$ cat src/rtl/bf16_pkg.sv
// Shared bfloat16 definitions used by both the unpacker and the packer side.
package bf16_pkg;

    localparam int unsigned BIAS   = 127;
    localparam int unsigned EXP_W  = 9;
    localparam int unsigned MANT_W = 8;

    typedef enum logic [2:0] {
        ClsZero = 3'd0,
        ClsSub  = 3'd1,
        ClsNorm = 3'd2,
        ClsInf  = 3'd3,
        ClsNan  = 3'd4
    } bf16_class_e;

    typedef enum logic [1:0] {
        StIdle,
        StNorm,
        StHold
    } unpack_state_e;

    function automatic logic [EXP_W-1:0] unbias(input logic [7:0] e);
        return EXP_W'({1'b0, e}) - EXP_W'(BIAS);
    endfunction

endpackage

$ cat src/rtl/lzc7.sv
// Combinational leading-one locator for a 7-bit fraction: position k and shift 7-k.
module lzc7 (
    input  logic [6:0] frac_i,
    output logic [2:0] pos_o,
    output logic [2:0] shamt_o
);

    always_comb begin
        pos_o = '0;
        for (int i = 0; i < 7; i++) begin
            if (frac_i[i]) pos_o = 3'(i);
        end
        shamt_o = 3'd7 - pos_o;
    end

endmodule

$ cat src/rtl/bf16_unpack.sv
// Unpacks a bfloat16 operand into sign, unbiased exponent, explicit 1.7 significand and class,
// normalizing subnormals over several cycles.
module bf16_unpack
    import bf16_pkg::*;
#(
    parameter int unsigned SHIFT_PER_CYCLE = 1
) (
    input  logic              clk,
    input  logic              rst_n,
    input  logic              in_valid,
    output logic              in_ready,
    input  logic [15:0]       in_data,
    output logic              out_valid,
    input  logic              out_ready,
    output logic              out_sign,
    output logic [EXP_W-1:0]  out_exp,
    output logic [MANT_W-1:0] out_mant,
    output logic [2:0]        out_class
);

    localparam logic [2:0]       StepMax    = 3'(SHIFT_PER_CYCLE);
    // Subnormal exponent is -126-(7-k) = -133+k.
    localparam logic [EXP_W-1:0] SubExpBase = EXP_W'(-int'(BIAS) - 6);
    localparam logic [EXP_W-1:0] SpecialExp = EXP_W'(BIAS + 1);

    unpack_state_e     state_q, state_d;
    logic              valid_q, valid_d;
    logic              sign_q, sign_d;
    logic [EXP_W-1:0]  exp_q, exp_d;
    logic [MANT_W-1:0] mant_q, mant_d;
    bf16_class_e       class_q, class_d;
    logic [2:0]        cnt_q, cnt_d;

    logic       accept;
    logic [2:0] step;
    logic [2:0] lz_pos;
    logic [2:0] lz_shamt;
    logic [7:0] in_exp;
    logic [6:0] in_frac;

    assign in_exp  = in_data[14:7];
    assign in_frac = in_data[6:0];

    lzc7 u_lzc7 (
        .frac_i  (in_frac),
        .pos_o   (lz_pos),
        .shamt_o (lz_shamt)
    );

    assign in_ready = (state_q == StIdle) || ((state_q == StHold) && out_ready);
    assign accept   = in_valid && in_ready;
    assign step     = (cnt_q > StepMax) ? StepMax : cnt_q;

    always_comb begin
        state_d = state_q;
        valid_d = valid_q;
        sign_d  = sign_q;
        exp_d   = exp_q;
        mant_d  = mant_q;
        class_d = class_q;
        cnt_d   = cnt_q;

        unique case (state_q)
            StIdle: ;
            StNorm: begin
                mant_d = mant_q << step;
                cnt_d  = cnt_q - step;
                if (cnt_d == 3'd0) begin
                    state_d = StHold;
                    valid_d = 1'b1;
                end
            end
            StHold: begin
                if (out_ready && !in_valid) begin
                    state_d = StIdle;
                    valid_d = 1'b0;
                end
            end
            default: state_d = StIdle;
        endcase

        // A new operand overrides whatever the hold/idle path decided above.
        if (accept) begin
            sign_d  = in_data[15];
            cnt_d   = 3'd0;
            state_d = StHold;
            valid_d = 1'b1;
            if (in_exp == 8'd0 && in_frac == 7'd0) begin
                exp_d   = '0;
                mant_d  = '0;
                class_d = ClsZero;
            end else if (in_exp == 8'd0) begin
                exp_d   = SubExpBase + EXP_W'(lz_pos);
                mant_d  = {1'b0, in_frac};
                class_d = ClsSub;
                cnt_d   = lz_shamt;
                state_d = StNorm;
                valid_d = 1'b0;
            end else if (in_exp == 8'hFF) begin
                exp_d   = SpecialExp;
                mant_d  = {1'b1, in_frac};
                class_d = (in_frac == 7'd0) ? ClsInf : ClsNan;
            end else begin
                exp_d   = unbias(in_exp);
                mant_d  = {1'b1, in_frac};
                class_d = ClsNorm;
            end
        end
    end

    always_ff @(posedge clk or negedge rst_n) begin
        if (!rst_n) begin
            state_q <= StIdle;
            valid_q <= 1'b0;
            sign_q  <= 1'b0;
            exp_q   <= '0;
            mant_q  <= '0;
            class_q <= ClsZero;
            cnt_q   <= '0;
        end else begin
            state_q <= state_d;
            valid_q <= valid_d;
            sign_q  <= sign_d;
            exp_q   <= exp_d;
            mant_q  <= mant_d;
            class_q <= class_d;
            cnt_q   <= cnt_d;
        end
    end

    assign out_valid = valid_q;
    assign out_sign  = sign_q;
    assign out_exp   = exp_q;
    assign out_mant  = mant_q;
    assign out_class = class_q;

endmodule

$ cat config.mk
export PLATFORM = sky130hd
export DESIGN_NAME = bf16_unpack
export DESIGN_NICKNAME = d
export VERILOG_FILES = /design/src/rtl/bf16_pkg.sv /design/src/rtl/lzc7.sv /design/src/rtl/bf16_unpack.sv
export SDC_FILE = /design/constraint.sdc
export NUM_CORES = 1
export LEC_CHECK = 0
export CAP_MARGIN = 20
export CORE_ASPECT_RATIO = 1.1
export CORE_MARGIN = 5
export CORE_UTILIZATION = 42
export DETAILED_ROUTE_END_ITERATION = 8
export PLACE_DENSITY_LB_ADDON = 0.05
export SYNTH_ARGS = -nofsm -noshare
export SYNTH_HDL_FRONTEND = slang
export SYNTH_SLANG_ARGS = --single-unit
$ cat constraint.sdc
create_clock -name clk -period 1.7 [get_ports clk]
set_input_delay 0.34 -clock clk [delete_from_list [all_inputs] [get_ports clk]]
set_output_delay 0.34 -clock clk [all_outputs]
set_load 0.02 [all_outputs]
==> results.md, run 1 <==
- Outcome: finished, final reports clean
- EDFF count, synth: 0
- Starting Density: 43.5%
- Starting DRT DRC Count: 74
- Clock power frac: 22.7%
- # rows: 23
- Top_reg_cell synth: dfrtp_1
- Slack of the critical path: 0.0315 ns
- Reg2reg setup slack: roughly 0.050 ns
- Syn Std Cell Area: 1580 um^2
- Final Cycle Share: between 90 and 100%
- Fin Hold WS: 0.433 ns
- Hold Crit Class: input port to flop
- Power per Cell Area: 668 nW/um^2
- Power share of the sequential group: 44.7%
- Crit path to: out_exp[2]
- Final Hold Viols: 0
- Sw Ratio: 31.3%
- H-Tree Depth: 1
- Cells taking the most area after synthesis: dfrtp_1, ha_1, a221o_1
- Worst path arrival time: 1.84 ns
- Worst skew pair latency: 0.28 ns
- CP startpoint kind: input port
- Via count of the first global-routing pass: ~1,600
- Crit path capture type: flop
- Crit-path max FO: 3
- Area growth, synth to finish: 61.4%
- CORE AREA: 3630 um^2
- DPL Wire Length: 3440 um
- # diodes: 0
- Max Buffers Root-to-Sink: 2
- Placed cells: around 290
- Comb power frac: 32.6%
- Die ar.: 5080 um^2
- First-pass GRT wire length: roughly 7400 um
- Initial antenna violation count: 0
- Port bufs: 42
- Worst r2r path cells: 6
- Root Buffer: clkbuf_8
- Setup violators final: 0
- Synthesis Warnings: 0
- Non-Filler Instances: 300
- Total GRT Usage: 19.0%
- Drt first pass iters: 4
- Drc violations: 0
- Layout cells sized above 1: 30.8%
- Vias: around 1,600
- FF-to-FF Start: cnt_q[1]
- Clock transition at the registers of the reported paths: 0.10 ns
- # clock sinks: 27
- Worst Skew: approximately 0.0020 ns
- Max-slew violations: 0
- Placement Setup Slack: -0.424 ns
- Nets: 276
- Gate Count Post-Synth: 162
- Net Count, Synth: 187
- Largest net degree at the start of global routing: 28
- Max-Cap Viols: 0
- Distinct cells, synth: 49
- Die H: 74.3 um
- Synth area leader: dfrtp_1
- Max Fclk: 0.599 GHz
- GPL Wtd Cong: 0.891
- Antenna Nets Post-Route: 0
- Critical R2R Capture: state_q[1]
- Int Pwr: 0.00117 W
- Via/cell ratio: about 5.3
- I/O pin cnt: 43
- WS Path Type: input port to flop
- DIE WIDTH: 68.4 um
- Grt total ovfl: 0
- WL/cell: 15.4 um
- Measured slew at the worst slew-check pin: 0.359 ns
- Sw power: about 0.00053 W
- Sequential share of the synthesized area: 42.9%
- Drt total wl: 4620 um
- Leak: 1.11 nW
- Worst relative slew slack: 76.1%
- WP data required: 1.87 ns
- VDD IR max: 0.396 mV
- Flip-flop and latch count after synthesis: 27
- Fill cells: roughly 320
- Top-area cell type share of the netlist area: between 40% and 50%
- CTS tree: yes
- CP Launch Point: in_data[13]
- CTS Buf Count: 3
- Min Clock Period, post-route: 1.67 ns
- Post-synth ARST share: 100%
- Syn avg cell area: 9.73 um^2
-- power by group through the flow --
stage	logic (W)	clock network, W	registers [W]
after floorplan	0.000143	0	0.000851
after global placement	0.000540	0	0.000768
after detailed placement	0.000546	0	0.000771
after CTS	0.000548	0.000393	0.000760
after global routing	0.000596	0.000416	0.000769
final	0.000554	0.000386	0.000760
-- cell usage in the layout, fill, tap and decap left out, types with 3 or more instances in the layout --
master	instances
clkbuf_8	3
buf_4	46
nor3_2	4
o22ai_1	3
dlygate4sd2_1	8
mux2i_1	6
xor2_1	3
nand2b_1	3
dfrtp_1	27
dlymetal6s2s_1	3
a221o_1	6
nor2_1	13
nand2_1	16
o21ai_0	8
clkdlybuf4s50_1	30
xnor2_1	3
inv_1	6
nand3_1	5
-- metal layers --
| metal | share of wire (%) | track usage, % | vias up |
|---|---|---|---|
| met5 | 0 | 0 | - |
| met4 | 2.0 | 7.06 | 0 |
| met3 | 3.2 | 2.27 | 8 |
| met2 | 53 | 34.6 | 42 |
| met1 | 42 | 22.5 | 768 |
| li1 | - | - | 764 |
-- how the worst min path moves through the flow --
stage	from	endpoint	slack [ns]	cells past startpoint
2_1_floorplan	rst_n	cnt_q[0]	0.04	0
3_3_place_gp	out_sign	out_sign	0.46	2
3_5_place_dp	out_class[1]	out_class[1]	0.47	2
4_1_cts	rst_n	cnt_q[0]	0.45	2
5_1_grt	rst_n	state_q[0]	0.47	2
6_report	in_data[4]	out_mant[4]	0.43	4
-- registers in the layout (all words and copies together) (netlist names) --
register / cells
cnt_q: 3
out_exp: 9
out_class: 3
state_q: 2
out_mant: 8
out_sign: 1
out_valid: 1
-- final cells by class --
cell class / count / area [um^2] / area share [%]
clock buffer: 3 / 41.3 / 1.62
clock inverter: 1 / 7.51 / 0.295
inverter: 7 / 26.3 / 1.03
multi-input combinational: 121 / 926 / 36.4
sequential: 27 / 676 / 26.5
tap: 50 / 62.6 / 2.46
timing repair buffer: 91 / 806 / 31.7
-- what timing repair did --
action                     4_1_cts  5_1_grt
cloned                           0        0
resized for setup               19       13
buffers inserted                 1        3
hold buffers                     0        0
pin swaps                        6        4
setup endpoints to repair       17       13
-- cell usage after synthesis, types with 2 or more instances --
cell and number:
xor2_1 3, and2_1 2, nor2_1 14, mux2i_1 6, dfrtp_1 27, o31ai_1 3
a31oi_1 2, clkbuf_1 4, a21oi_1 3, o22ai_1 3, xnor2_1 3, inv_1 7
and4_1 2, nor2b_1 2, nor3_1 5, and3_1 2, o21bai_1 2, nand3_1 5
ha_1 5, a221o_1 6, buf_2 3, o21ai_0 8, a211oi_1 2, nand2_1 16
nand2b_1 3
-- cells by family after synthesis --
kind of cell,share of synthesized area (%)
DFF,42.9
buffers and inverters,3.57
adders and majority gates,3.97
AOI/OAI and AO/OA,19.8
and+or+nand+nor,21.9
muxes,4.52
xor gates and xnor gates,3.33
-- worst max-delay path: stages --
cell and delay [ns]:
clkdlybuf4s50_1 0.48, nor4b_4 0.36, buf_4 0.20, nand2_1 0.09, a211oi_1 0.27, o21ai_0 0.11
-- per-stage QoR --
stage	utilization [%]	TNS, ns	cell area [um^2]	total power [W]
global route	70.2	-0.0844	2540	0.00178
global placement	65.6	-6.42	2380	0.00131
finish	70.2	0	2540	0.00170
floorplan	-	0	1580	0.000994
detailed placement	65.6	-7.15	2380	0.00132
CTS	68.0	0	2460	0.00170
No activity file was read; power rests on OpenSTA's default activity.
==> run 2, diff against run 1 <==
--- a/config.mk
+++ b/config.mk
@@ -7,10 +7,11 @@
 export LEC_CHECK = 0
 export CAP_MARGIN = 20
 export CORE_ASPECT_RATIO = 1.1
-export CORE_MARGIN = 5
+export CORE_MARGIN = 1
 export CORE_UTILIZATION = 42
 export DETAILED_ROUTE_END_ITERATION = 8
 export PLACE_DENSITY_LB_ADDON = 0.05
+export RECOVER_POWER = 100
 export SYNTH_ARGS = -nofsm -noshare
 export SYNTH_HDL_FRONTEND = slang
 export SYNTH_SLANG_ARGS = --single-unit
==> run 2 against run 1 <==
  * Combinational power shrank 12%
  * Clock skew grew 0.0071 ns
  * Core utilization shrank 2.1 points
  * Clock power shrank 27%
  * Final area shrank 7.2%
  * Sequential share of layout area grew 2.1 points
  * Count of clock-buffer cells in the layout grew 1
  * Global-route usage grew 3.5 points
  * Routed wire length shrank 3.9%
  * Power shrank 9.9%
  * Critical endpoint is now out_mant[6]
  * First-iteration DRC count shrank 5.4%
==> results.md, run 2 (synthesis results as in run 1) <==
- Outcome: finished, final reports clean
- CTS tree: yes
- Buf+Inv Stages, Crit Path: 3 (+1)
- # clock sinks: 27 (unchanged)
- Commonest non-fill, non-tap cell in the layout: buf_4
- CTS Hold Bufs: 0 (unchanged)
- Worst Skew: 0.00916 ns (+0.00712 ns)
- Min Clock Period, post-route: 1.69 ns (+0.0258 ns)
- Hold Crit Class: input port to flop
- First-pass GRT wire length: 6800 um (-8.0%)
- Slack of the critical path: 0.00568 ns (-0.0258 ns)
- Crit-path max FO: 7 (+4)
- Via/cell ratio: 5.38 (+2.0%)
- WL/cell: 15.3 um (-0.95%)
- Drt first pass iters: 4 (unchanged)
- Leak: 1.04 nW (-6.2%)
- Root Buffer: clkbuf_4
- Starting DRT DRC Count: 70 (-5.4%)
- Worst relative slew slack: 55.6% (-21 points)
- CP startpoint kind: flop
- Critical path's top delay family: buffers and inverters
- Max Buffers Root-to-Sink: 2 (unchanged)
- Starting Density: 45.5% (+2.0 points)
- DIE WIDTH: 60.4 um (-12%)
- Critical path's most frequent cell: buf_4
- Max-Cap Viols: 0 (unchanged)
- Die H: 66.3 um (-11%)
- VDD IR max: 0.294 mV (-26%)
- Max-slew violations: 0 (unchanged)
- Die ar.: 4000 um^2 (-21%)
- CTS Buf Count: 3 (unchanged)
- Placement Setup Slack: -0.427 ns (-0.00244 ns)
- Layout cells sized above 1: 27.6% (-3.2 points)
- Crit path capture type: flop
- Grt total ovfl: 0 (unchanged)
- Fill cells: 292 (-9.0%)
- Vias: 1,565 (-1.1%)
- H-Tree Depth: 1 (unchanged)
- Total power: 0.00153 W (-9.9%)
- WS Path Type: flop to flop
- Commonest non-fill, non-tap cells in the layout: buf_4, dfrtp_1, clkdlybuf4s50_1, nand2_1, nor2_1
- Total GRT Usage: 22.6% (+3.5 points)
- Max Fclk: 0.590 GHz (-1.5%)
- Worst path arrival time: 1.94 ns (+0.10 ns)
- Initial antenna violation count: 0 (unchanged)
- GPL Wtd Cong: 0.883 (-0.91%)
- # diodes: 0 (unchanged)
- CP max-delay cell: dfrtp_1
- Drc violations: 0 (unchanged)
- Clock transition at the registers of the reported paths: 0.15 ns (+0.05 ns)
- Final Hold Viols: 0 (unchanged)
- I/O pin cnt: 43 (unchanged)
- Max FFs per register: 9 (unchanged)
- Via count of the first global-routing pass: 1,524 (-6.4%)
- Power per Cell Area: 648 nW/um^2 (-2.9%)
- Fin util: 68.1% (-2.1 points)
- DPL Wire Length: 3270 um (-5.2%)
- Final Cycle Share: 99.7% (+1.5 points)
- WP data required: 1.94 ns (+0.07 ns)
- Measured slew at the worst slew-check pin: 0.666 ns (+0.308 ns)
- Drt total wl: 4440 um (-3.9%)
- Antenna Nets Post-Route: 0 (unchanged)
- Area growth, synth to finish: 49.8%
- Largest net degree at the start of global routing: 28 (unchanged)
- Port bufs: 42 (unchanged)
- Setup violators final: 0 (unchanged)
- Worst path cell trace: buf_4 > buf_4 > nor3_1 > nor2_2 > buf_4 > a22o_1 > a21o_1
- Critical Path Max Stage Delay: 0.41 ns (-0.07 ns)
- CORE AREA: 3470 um^2 (-4.3%)
- Nets: 269 (-2.5%)
- Worst skew pair latency: 0.33 ns (+0.05 ns)
- # rows: 22 (-4.3%)
## run 2: changes by cell type in the layout (fill, tap and decap cells not counted), sizes merged, moves of 2 or more
| cell | change |
|---|---|
| dlygate4sd2 | -4 |
| dlygate4sd3 | +2 |
| clkbuf | +16 |
| clkdlybuf4s50 | -10 |
| buf | -10 |
## run 2: final cells by class
class                      count  area, um^2  share of cell area [%]
inverter                       7        26.3                    1.11
sequential                    27         676                    28.6
tap                           48        60.1                    2.54
clock buffer                   4        26.3                    1.11
multi-input combinational    121         902                    38.2
timing repair buffer          84         671                    28.4
## run 2: report_power, final
part / switching, W / total (W) / internal [W]
sequential: 0.0000476 / 0.000760 / 0.000712
combinational: 0.000259 / 0.000489 / 0.000230
clock: 0.000190 / 0.000283 / 0.0000921
## run 2: layer usage
layer  share of wire [%]  global-route usage, %  vias up
met5                   0                      0        -
li1                    -                      -      757
met3                 2.3                   2.54        4
met4                0.77                   5.68        0
met1                  43                   27.7      773
met2                  54                   41.1       31
## run 2: stage by stage
step / hold WS (ns) / instance area (um^2) / cells / TNS, ns
after floorplan: 0.0444 / 1580 / 162 / 0
after global placement: 0.461 / 2340 / 283 / -6.09
after detailed placement: 0.479 / 2340 / 283 / -6.98
after CTS: 0.380 / 2380 / 289 / 0
after global routing: 0.333 / 2360 / 291 / -0.0685
final: 0.331 / 2360 / 291 / 0
## run 2: what timing repair did
item / in CTS / in global routing
setup buffers: 2 / 2
gates resized for setup: 9 / 28
endpoints found under the setup margin: 10 / 23
pin swaps: 3 / 3
## run 2: final timing paths
check                              from           end  slack (ns)  depth (start not counted)
max                            cnt_q[2]   out_mant[6]       0.006                          7
min                          in_data[0]   out_mant[0]        0.33                          2
max reg2reg                    cnt_q[2]   out_mant[6]       0.006                          7
min reg2reg                out_class[1]  out_class[1]        0.51                          2
max in group asynchronous         rst_n  out_class[2]        0.72                          2
min in group asynchronous         rst_n      cnt_q[1]        0.55                          2
==> run 3, diff against run 2 <==
--- a/config.mk
+++ b/config.mk
@@ -8,8 +8,9 @@
 export CAP_MARGIN = 20
 export CORE_ASPECT_RATIO = 1.1
 export CORE_MARGIN = 1
-export CORE_UTILIZATION = 42
+export CORE_UTILIZATION = 43
 export DETAILED_ROUTE_END_ITERATION = 8
+export GPL_ROUTABILITY_DRIVEN = 0
 export PLACE_DENSITY_LB_ADDON = 0.05
 export RECOVER_POWER = 100
 export SYNTH_ARGS = -nofsm -noshare
==> run 3 against run 2 <==
  * Routed wire length decreased by 5.6%
  * Cell count up 1.0%
  * Combinational power down 7.2%
  * First-iteration DRC count rose by 17%
  * Critical path type unchanged
  * Non-clock buffer count rose by 3
  * Die area is 2.3% lower
==> results.md, run 3 (synthesis results as in run 1) <==
- Outcome: finished, final reports clean
- FF-to-FF Start: cnt_q[1]
- Largest net degree at the start of global routing: 28 (unchanged)
- Placement Setup Slack: -0.453 ns (-0.0262 ns)
- Final Cycle Share: 97.7% (-1.9 points)
- Hold EP: out_mant[5]
- Starting Density: 46.2% (+0.73 points)
- Crit-path max FO: 5 (-2)
- Total power: 0.00153 W (-0.19%)
- DIE WIDTH: 59.7 um (-1.1%)
- # diodes: 0 (unchanged)
- Power per Cell Area: 665 nW/um^2 (+2.6%)
- Via/cell ratio: 5.29 (-1.7%)
- Hold Crit Class: input port to flop
- Worst r2r path cells: 6 (-1)
- Max FFs per register: 9 (unchanged)
- WL met2: 2170 um (-9.6%)
- CTS Hold Bufs: 0 (unchanged)
- Slack of the critical path: 0.0383 ns (+0.0326 ns)
- CP startpoint kind: flop
- Via count of the first global-routing pass: 1,598 (+4.9%)
- Max Fclk: 0.602 GHz (+2.0%)
- Die H: 65.5 um (-1.1%)
- Drt first pass iters: 4 (unchanged)
- H-Tree Depth: 1 (unchanged)
- VDD IR max: 0.512 mV (+74%)
- Min Clock Period, post-route: 1.66 ns (-0.0326 ns)
- WL/cell: 14.3 um (-6.5%)
- CTS tree: yes
- Max-slew violations: 0 (unchanged)
- Worst relative slew slack: 54.9% (-0.65 points)
- Non-Filler Instances: 294 (+1.0%)
- Max-Cap Viols: 0 (unchanged)
- Reg2reg setup slack: 0.04 ns (+0.03 ns)
- Comb power frac: 29.7% (-2.2 points)
- Max Used Layer: met4
- Power share of the sequential group: 49.5% (about the same)
- Antenna Nets Post-Route: 0 (unchanged)
- Placed cells: 286 (+1.1%)
- Commonest non-fill, non-tap cell in the layout: buf_4
- Sw Ratio: 34.1% (+1.6 points)
- WS Path Type: flop to flop
- Drc violations: 0 (unchanged)
- Crit path capture type: flop
- Measured slew at the worst slew-check pin: 0.676 ns (+0.00972 ns)
- Clock power frac: 20.8% (+2.3 points)
- Drt total wl: 4190 um (-5.6%)
- Total GRT Usage: 24.2% (+1.7 points)
- Area growth, synth to finish: 45.7%
- Vias: 1,555 (-0.64%)
- # rows: 22 (unchanged)
- Worst hold start: in_data[5]
- Root Buffer: clkbuf_4
- Initial antenna violation count: 0 (unchanged)
- Leak: 1.03 nW (-1.1%)
- Commonest non-fill, non-tap cells in the layout: buf_4, dfrtp_1, clkbuf_1, nand2_1
- I/O pin cnt: 43 (unchanged)
- Max Buffers Root-to-Sink: 2 (unchanged)
- Worst path arrival time: 1.96 ns (+0.02 ns)
- Clock transition at the registers of the reported paths: 0.16 ns (about the same)
- Die ar.: 3910 um^2 (-2.3%)
- WHS Path Cells: 3 (+1)
- Critical R2R Capture: out_valid
- First-pass GRT wire length: 7280 um (+7.1%)
- Worst skew pair latency: 0.34 ns (about the same)
- Layout cells sized above 1: 26.4% (-1.1 points)
- WL met3: 161 um (+61%)
- Met1 wire length: 1840 um (-3.8%)
- Setup violators final: 0 (unchanged)
- DPL Wire Length: 3210 um (-1.5%)
- WP data required: 2.00 ns (+0.06 ns)
- Starting DRT DRC Count: 82 (+17%)
- CTS Buf Count: 3 (unchanged)
- Int Pwr: 0.00101 W (-2.6%)
- Sw power: 0.000521 W (+4.8%)
- # clock sinks: 27 (unchanged)
- Worst Skew: 0.00451 ns (-0.00466 ns)
- Nets: 272 (+1.1%)
- CORE AREA: 3410 um^2 (-1.6%)
- Fin util: 67.3% (-0.77 points)
- Final Hold Viols: 0 (unchanged)
- Grt total ovfl: 0 (unchanged)
- Port bufs: 42 (unchanged)
## run 3: metal layers
metal / GRT usage, % / up-vias
li1: - / 759
met1: 31.3 / 750
met2: 42.8 / 42
met3: 2.76 / 4
met4: 5.23 / 0
met5: 0 / -
## run 3: layout make-up
cell class / instances / area, um^2
clock inverters: 1 / 8.76
clock buffers: 3 / 22.5
repair buffers: 87 / 634
flip-flops and latches: 27 / 676
well taps: 48 / 60.1
multi-input cells: 121 / 870
fillers: 326 / 1120
inverters: 7 / 26.3
## run 3: stage by stage
stage / setup TNS [ns] / hold slack [ns] / area, um^2
global placement: -6.09 / 0.462 / 2350
finish: 0 / 0.335 / 2300
floorplan: 0 / 0.0444 / 1580
detailed placement: -7.21 / 0.465 / 2350
CTS: 0 / 0.349 / 2390
global route: -0.0263 / 0.348 / 2300
## run 3: critical path, stage by stage, from the launching register on
cell,delay (ns)
dfrtp_1,0.45
o21bai_1,0.19
inv_1,0.06
ha_2,0.18
o31a_1,0.31
or3_4,0.35
nand3_2,0.07
## run 3: worst max path at each step
stage	to	cells past startpoint	startpoint
floorplan	state_q[1]	6	cnt_q[2]
global placement	out_exp[5]	5	in_data[1]
detailed placement	out_exp[3]	7	in_data[7]
CTS	out_class[2]	6	in_data[7]
global route	out_valid	6	cnt_q[1]
finish	out_valid	6	cnt_q[1]
## run 3: power groups by stage
| stage | logic, W | clock network [W] | registers (W) |
|---|---|---|---|
| floorplan | 0.000143 | 0 | 0.000851 |
| global placement | 0.000529 | 0 | 0.000769 |
| detailed placement | 0.000539 | 0 | 0.000768 |
| CTS | 0.000530 | 0.000320 | 0.000758 |
| global route | 0.000495 | 0.000345 | 0.000768 |
| finish | 0.000454 | 0.000317 | 0.000757 |
## run 3: timing repair
item	CTS	global route
setup buffers	1	3
resized for setup	10	29
pin swaps	2	4
setup endpoints to repair	13	30
